## src/rtl/mem_arb_pkg.sv

```systemverilog
// Shared types and widths for the two-master memory arbiter.
// Contents: data-path widths, FSM state enum, master index enum.
// No logic; imported by mem_arb and mem_arb_pick.
package mem_arb_pkg;

  // Pipeline word width; address and data paths follow it.
  localparam int XLEN = 32;
  localparam int AW   = XLEN;
  localparam int DW   = XLEN;

  typedef enum logic [1:0] {
    IDLE    = 2'd0,
    BUSY_M0 = 2'd1,
    BUSY_M1 = 2'd2
  } arb_state_e;

  // Master index: M0 = data load/store port, M1 = instruction fetch port.
  typedef enum logic {
    MST_M0 = 1'b0,
    MST_M1 = 1'b1
  } mst_idx_e;

endpackage

```

## src/rtl/mem_arb_pick.sv

```systemverilog
// Grant selection between the data (M0) and fetch (M1) masters.
// Latency: purely combinational, zero cycles.
// Backpressure: none; the caller samples the grant only when it can issue.
// Ports: i_last_grant (round-robin build only), i_req0, i_req1 -> o_grant.
// Build option: ARB_RR_EN selects round-robin; otherwise M0 has fixed priority.
module mem_arb_pick
  import mem_arb_pkg::*;
(
`ifdef ARB_RR_EN
  input  mst_idx_e i_last_grant,
`endif
  input  logic     i_req0,
  input  logic     i_req1,
  output mst_idx_e o_grant
);

  always_comb begin
    o_grant = MST_M0;
`ifdef ARB_RR_EN
    // On contention, hand the bus to whoever did not have it last.
    if (i_req0 && i_req1) begin
      o_grant = (i_last_grant == MST_M0) ? MST_M1 : MST_M0;
    end else if (i_req1) begin
      o_grant = MST_M1;
    end
`else
    // Data accesses stall the whole pipeline, so M0 always wins.
    if (!i_req0 && i_req1) begin
      o_grant = MST_M1;
    end
`endif
  end

endmodule

```

## src/rtl/mem_arb.sv

```systemverilog
// Merges the core's data port (M0) and fetch port (M1) onto one memory port.
// Latency: request to mem_req 1 cycle; master ack is combinational from mem_ack.
// Backpressure: one outstanding access; masters hold req until their ack pulse.
// Ports: clk, reset_n; m0_* data master (rd/wr); m1_* fetch master (rd only);
//        mem_* slave port (req held until mem_ack).
// Build option: ARB_RR_EN enables round-robin arbitration (adds last_grant flop).
module mem_arb
  import mem_arb_pkg::*;
#(
  parameter int AW = mem_arb_pkg::AW,
  parameter int DW = mem_arb_pkg::DW
) (
  input  logic            clk,
  input  logic            reset_n,
  // data master
  input  logic            m0_req,
  input  logic            m0_we,
  input  logic [AW-1:0]   m0_addr,
  input  logic [DW-1:0]   m0_wdata,
  input  logic [DW/8-1:0] m0_be,
  output logic            m0_ack,
  output logic [DW-1:0]   m0_rdata,
  // instruction master
  input  logic            m1_req,
  input  logic [AW-1:0]   m1_addr,
  output logic            m1_ack,
  output logic [DW-1:0]   m1_rdata,
  // memory port
  output logic            mem_req,
  output logic            mem_we,
  output logic [AW-1:0]   mem_addr,
  output logic [DW-1:0]   mem_wdata,
  output logic [DW/8-1:0] mem_be,
  input  logic            mem_ack,
  input  logic [DW-1:0]   mem_rdata
);

  arb_state_e      r_state;
  logic            r_mem_req;
  logic            r_mem_we;
  logic [AW-1:0]   r_mem_addr;
  logic [DW-1:0]   r_mem_wdata;
  logic [DW/8-1:0] r_mem_be;
  mst_idx_e        w_grant;
  logic            w_busy_m0;
  logic            w_busy_m1;

`ifdef ARB_RR_EN
  mst_idx_e        r_last_grant;
`endif

  mem_arb_pick u_pick (
`ifdef ARB_RR_EN
    .i_last_grant (r_last_grant),
`endif
    .i_req0       (m0_req),
    .i_req1       (m1_req),
    .o_grant      (w_grant)
  );

  // Grants are only issued from IDLE, so the cycle after every ack is
  // always an IDLE cycle and back-to-back grants never overlap an ack.
  always_ff @(posedge clk or negedge reset_n) begin
    if (!reset_n) begin
      r_state      <= IDLE;
      r_mem_req    <= 1'b0;
      r_mem_we     <= 1'b0;
      r_mem_addr   <= '0;
      r_mem_wdata  <= '0;
      r_mem_be     <= '0;
`ifdef ARB_RR_EN
      r_last_grant <= MST_M1;
`endif
    end else begin
      case (r_state)
        IDLE: begin
          if (m0_req || m1_req) begin
            r_mem_req <= 1'b1;
            if (w_grant == MST_M1) begin
              // Fetch port is read-only and always full-word.
              r_state     <= BUSY_M1;
              r_mem_we    <= 1'b0;
              r_mem_addr  <= m1_addr;
              r_mem_wdata <= '0;
              r_mem_be    <= '1;
            end else begin
              r_state     <= BUSY_M0;
              r_mem_we    <= m0_we;
              r_mem_addr  <= m0_addr;
              r_mem_wdata <= m0_wdata;
              r_mem_be    <= m0_be;
            end
`ifdef ARB_RR_EN
            r_last_grant <= w_grant;
`endif
          end
        end
        BUSY_M0, BUSY_M1: begin
          // Completion is driven by memory alone; a master dropping req
          // mid-access does not cancel it.
          if (mem_ack) begin
            r_state   <= IDLE;
            r_mem_req <= 1'b0;
          end
        end
        default: begin
          r_state   <= IDLE;
          r_mem_req <= 1'b0;
        end
      endcase
    end
  end

  assign w_busy_m0 = (r_state == BUSY_M0);
  assign w_busy_m1 = (r_state == BUSY_M1);

  // Responses route only to the granted master; mem_ack in IDLE goes nowhere.
  assign m0_ack   = w_busy_m0 & mem_ack;
  assign m1_ack   = w_busy_m1 & mem_ack;
  assign m0_rdata = w_busy_m0 ? mem_rdata : '0;
  assign m1_rdata = w_busy_m1 ? mem_rdata : '0;

  assign mem_req   = r_mem_req;
  assign mem_we    = r_mem_we;
  assign mem_addr  = r_mem_addr;
  assign mem_wdata = r_mem_wdata;
  assign mem_be    = r_mem_be;

endmodule
```

## config.mk

```make
export PLATFORM = sky130hd
export DESIGN_NAME = mem_arb
export DESIGN_NICKNAME = d
export VERILOG_FILES = /design/src/rtl/mem_arb_pkg.sv /design/src/rtl/mem_arb_pick.sv /design/src/rtl/mem_arb.sv
export SDC_FILE = /design/constraint.sdc
export NUM_CORES = 1
export LEC_CHECK = 0
export CORE_AREA = 2 2 106 108
export DETAILED_ROUTE_END_ITERATION = 12
export DIE_AREA = 0 0 108 110
export HOLD_SLACK_MARGIN = 0.06
export PLACE_DENSITY = 0.79
export SLEW_MARGIN = 25
export SYNTH_ARGS = -nofsm -noshare
export SYNTH_HDL_FRONTEND = slang
export SYNTH_SLANG_ARGS = --single-unit
```

## constraint.sdc

```tcl
create_clock -name clk -period 1.85 [get_ports clk]
set_input_delay 0.4625 -clock clk [delete_from_list [all_inputs] [get_ports clk]]
set_output_delay 0.4625 -clock clk [all_outputs]
set_load 0.01 [all_outputs]
```

; ---- Word-level counts from Yosys, hierarchy flattened
; Cells that the tools add are included.
[classes]
add_sub_neg = 0
n_mul = 0
div = 0
n_lt_le_gt_ge = 0
eq_ne = 4
shifts = 0
mux = 14
bitwise = 2
n_reduce_logical = 7
[ops]
columns = operator, count
row1 = $mux W32, 4
row2 = $mux W2, 3
row3 = $mux W1, 4
row4 = $mux W4, 1
row5 = $ne A2 B2 Y1 const B, 2
row6 = $pmux W2 S2, 1
row7 = $reduce_and A2 Y1, 2
row8 = $and A1 B1 Y1, 2
row9 = $eq A2 B1 Y1 const B, 1
row10 = $eq A2 B2 Y1 const B, 1
row11 = $logic_not A2 Y1, 1
row12 = $pmux W1 S2, 1
row13 = $reduce_or A2 Y1, 1
row14 = $logic_and A1 B1 Y1, 1
row15 = $logic_not A1 Y1, 1
row16 = $logic_or A1 B1 Y1, 1
[word_totals]
register_bits = 72
latch_bits = 0
ramBits = 0
mem_bits_ro = 0
input_bits = 138
out_inout_bits = 136
word_cells = 33
n_memories = 0

; ---- Logic depth before layout (Yosys ltp)
[depth]
word_depth = 6
ltp_mapped = 7
ltp_nobuf = 5

; ---- Hierarchy
; A second synthesis with hierarchy kept.
[hier_totals]
hier_cells = 391
area_unflattened_um2 = 3659.8
[by_module_without_submodules]
columns = module, instances, cells_each, area_per_inst_um2, seq_area_each_um2
row1 = mem_arb, 1, 390, 3646.0, 1801.7
row2 = mem_arb_pick, 1, 1, 13.8, 0.0

; ---- Worst setup path before layout
; No wires, ideal clock.
[synth_path]
path_kind = register to output
start = register r_state[1]
end = output m0_rdata[10]
t_arrival_ps = 1084
required_ps = 1387
slack_ps = 304
path_stages_with_launch = 5
n_path_buf = 1
path_cell_list = dfrtp_1 > inv_1 > ha_1 > clkbuf_1 > and2_1
[synth_between]
elab_chain_len = 2
[synth_rtl]
columns = element, line_no
row1 = start: declaration, mem_arb.sv:38  ; arb_state_e r_state;
row2 = start signal: assignment, mem_arb.sv:65  ; r_state <= IDLE;
row3 = start signal: assignment, mem_arb.sv:81  ; r_state <= BUSY_M1;
row4 = start signal: assignment, mem_arb.sv:87  ; r_state <= BUSY_M0;
row5 = $eq A2 B1 Y1, mem_arb.sv:114  ; assign w_busy_m0 = (r_state == BUSY_M0);
row6 = $mux W32, mem_arb.sv:120  ; assign m0_rdata = w_busy_m0 ? mem_rdata : '0;
row7 = end: declaration, mem_arb.sv:22  ; output logic [DW-1:0] m0_rdata,
; No other way between the ends.

; ---- Worst setup path after layout
[layout_path]
start = register r_state[1]
end = output m1_ack
[layout_between]
elab_chain_len = 2
[layout_rtl]
columns = element, line_no
row1 = $eq A2 B2 Y1, mem_arb.sv:115  ; assign w_busy_m1 = (r_state == BUSY_M1);
row2 = $and A1 B1 Y1, mem_arb.sv:119  ; assign m1_ack = w_busy_m1 & mem_ack;
row3 = end: declaration, mem_arb.sv:26  ; output logic m1_ack,
; No other way between the ends.

==> out/qor.csv <==
stage;metric;value;unit
run_status;status;finished with violations;
run_status;failing checks;negative setup slack;
yosys;Mean Syn Cell Area;10.5;sq um
global_route;gr ovfl total;0;
yosys;Post-Syn Area;0.00346;sq mm
power_and_ir_drop;peak supply drop;783;uV
worst_setup_path;CP endpoint kind;output port;
yosys;post-synthesis sequential area ratio;0.521;
placed_design;dpl hpwl;10200;um
yosys;Yosys Warn Count;0;
cells_and_area;multi-input logic area;0.00160;sq mm
timing;final period demand of the worst path;1980;ps
cells_and_area;post-route cell area;0.00681;sq mm
detailed_routing;drt pass-1 iters;4;
global_route;GRT Util Overall;0.229;
detailed_routing;wirelength, routed;14200;um
worst_setup_path;WP data arrival;1510;ps
cells_and_area;# fillers;866;
timing;Fmax;506;MHz
cts;Max clock buf depth;2;
run;max-cap violations;0;
power_and_ir_drop;pwr dens;1490;mW/mm^2
detailed_routing;vias per inst;5.06;
cts;CTS tree;built;
timing;Final Max Slew Viols;0;
floorplanning;Die Ht;110;um
detailed_routing;Initial DRC Count;267;
worst_setup_path;worst-path fanout max;16;
cts;CTS Root Cell;clkbuf_8;
worst_setup_path;Critical Setup Path Class;reg2out;
timing;RSZ-0062 raised after global routing;true;
yosys;Synth Area in Compound Gates;0.270;
timing;final worst slack;-125;ps
timing;Final Hold Viols;0;
cts;H-tree Lvls;3;
detailed_routing;DRC Markers;0;
cells_and_area;post-layout net count;754;
cts;Num CTS Buffers;9;
yosys;Synth async-reset ratio;1.00;
yosys;Cells after Synth;328;
cts;Clock transition at path regs;70;ps
cells_and_area;area delta synth->final;97.0;%
floorplanning;num ports;274;
timing;relative slew slack;0.767;
detailed_routing;remaining antenna violation count;0;
yosys;Post-synth EDFFs;0;
placed_design;I/O Buffers;273;
detailed_routing;Routed WL per cell;18.7;um
floorplanning;Core Region;0.0107;sq mm
yosys;post-synthesis simple-gate area fraction;0.147;
global_route;vias in the first global route;3928;
global_route;initial antenna violation count;2;
timing;Setup-failing EPs final;66;
cells_and_area;post-route insts no fill;759;
timing;Worst-Margin Slew;349;ps
cells_and_area;Sequential Area;0.00180;sq mm
yosys;xor and xnor area share after synthesis;0;
worst_setup_path;CP startpoint kind;flop;
cts;clock latency on the worst-skew pair;350;ps
placed_design;dpl cells;732;
yosys;Yosys reg bits;72;
power_and_ir_drop;leakage power;2.95;nW
floorplanning;DIE AREA;0.0119;sq mm
placed_design;Final Wtd Congestion;0.771;
yosys;largest family of logic cells by synthesized area;compound AO/OA/AOI/OAI gates;
cells_and_area;share of cells above drive strength 1;0.250;
timing;skew final;6.63;ps
yosys;post-synthesis mux area share;0;
cts;clock sinks;72;
global_route;first-pass GRT wire length;20700;um
timing;Final period util;1.07;
floorplanning;Initial Util;0.323;
worst_setup_path;critical path required time;1390;ps
floorplanning;FP Rows;38;
global_route;largest net degree at the start of global routing;48;
yosys;Netlist cell types;29;
floorplanning;die width;108;um
yosys;dominant synthesized flop cell;dfrtp_1;
yosys;post-synth net total;470;
yosys;Synth Area in Adders;0.0145;
detailed_routing;Vias;3840;
placed_design;Placed Area;0.00644;sq mm
hold_path;type of the most critical hold path;reg2reg;
-- through the flow --
| stage | util | hold WS (ps) | worst slack, ps | power (mW) | setup TNS, ps |
|---|---|---|---|---|---|
| after floorplan | - | 167 | 304 | 5.28 | 0 |
| after global placement | 0.602 | 389 | -340 | 8.23 | -13060 |
| after detailed placement | 0.602 | 394 | -341 | 8.42 | -14170 |
| after CTS | 0.624 | 503 | -137 | 10.0 | -5970 |
| after global routing | 0.637 | 525 | -193 | 10.8 | -8950 |
| final | 0.637 | 501 | -125 | 10.2 | -5470 |
-- per-layer routing --
layer  track usage  wire [um]  share of wire  up-vias
met4        0.0998        379          0.027        0
met2         0.418       7590           0.53      174
met1         0.247       5190           0.37     1848
met5             0          0              0        -
li1              -          -              -     1791
met3        0.0682       1040          0.073       27
-- cells by family (layout without fill, tap and decap cells) --
family / count (synthesis) / in the layout
other: 0 / 2
AOI/OAI and AO/OA: 133 / 133
buffers and inverters: 33 / 322
adders and majority gates: 4 / 4
and+or+nand+nor: 86 / 86
DFF: 72 / 72
-- synth_stat cells, types with 3 or more instances --
library cell,number,share of area
o22ai_1,53,0.096
dfrtp_1,72,0.52
a22o_1,33,0.084
nand2_1,10,0.011
and2_1,66,0.12
o22a_1,5,0.013
buf_2,15,0.022
o2bb2ai_1,5,0.013
nor2_1,3,0.0033
ha_1,4,0.014
a21oi_1,26,0.038
clkbuf_1,8,0.0087
a221o_1,5,0.014
-- repair_timing --
| item | in CTS | in global routing |
|---|---|---|
| hold endpoints to repair | 25 | 0 |
| resized for setup | 319 | 28 |
| hold buffers | 1 | 0 |
| setup endpoints to repair | 66 | 72 |
| setup buffers | 3 | 1 |
| pin swaps | 13 | 4 |
| gates cloned | 4 | 0 |
-- critical path: stages (launching register included) --
cell     delay, ps
dfrtp_1        410
buf_6          130
ha_4           190
buf_16         160
and2_1         150
buf_6          120
-- registers in the layout (all words and copies together), names as in the netlist --
name,flops
mem_addr,32
mem_be,4
mem_req,1
mem_wdata,32
mem_we,1
r_state,2
-- worst paths after layout --
kind | from | to | slack, ps | cells after the start
setup / recovery | r_state[1] | m1_ack | -130 | 5
hold / removal | mem_wdata[25] | mem_wdata[25] | 500 | 1
setup reg to reg | r_state[0] | mem_wdata[20] | 110 | 7
hold reg to reg | mem_wdata[25] | mem_wdata[25] | 500 | 1
max in group asynchronous | reset_n | r_state[0] | 710 | 3
min in group asynchronous | reset_n | mem_wdata[1] | 560 | 2
-- cells in the final DEF, fill, tap and decap left out, drive strengths merged, types with 2 or more instances in the layout --
cell,synthesis,final
a21oi,26,26
a221o,5,5
a22o,33,33
and2,67,67
buf,21,95
clkbuf,8,11
clkdlybuf4s50,0,206
clkinv,1,4
dfrtp,72,72
diode,0,2
ha,4,4
inv,3,3
nand2,11,11
nand2b,2,2
nor2,4,4
o211ai,2,2
o21ai,3,3
o22a,5,5
o22ai,53,53
o2bb2ai,5,5
-- cell type report --
cell class	count	share of cell area
clock buffer	11	0.0208
sequential	72	0.265
clock inverter	5	0.00827
inverter	4	0.00220
multi-input combinational	223	0.235
tap	140	0.0257
timing repair buffer	302	0.443
antenna	2	0.000735
-- power by group --
| group | switching [mW] | internal (mW) |
|---|---|---|
| Clock | 0.592 | 0.657 |
| Combinational | 2.58 | 3.52 |
| Sequential | 0.519 | 2.30 |
| Total | 3.69 | 6.48 |
Power figures use the tool's default switching activity.
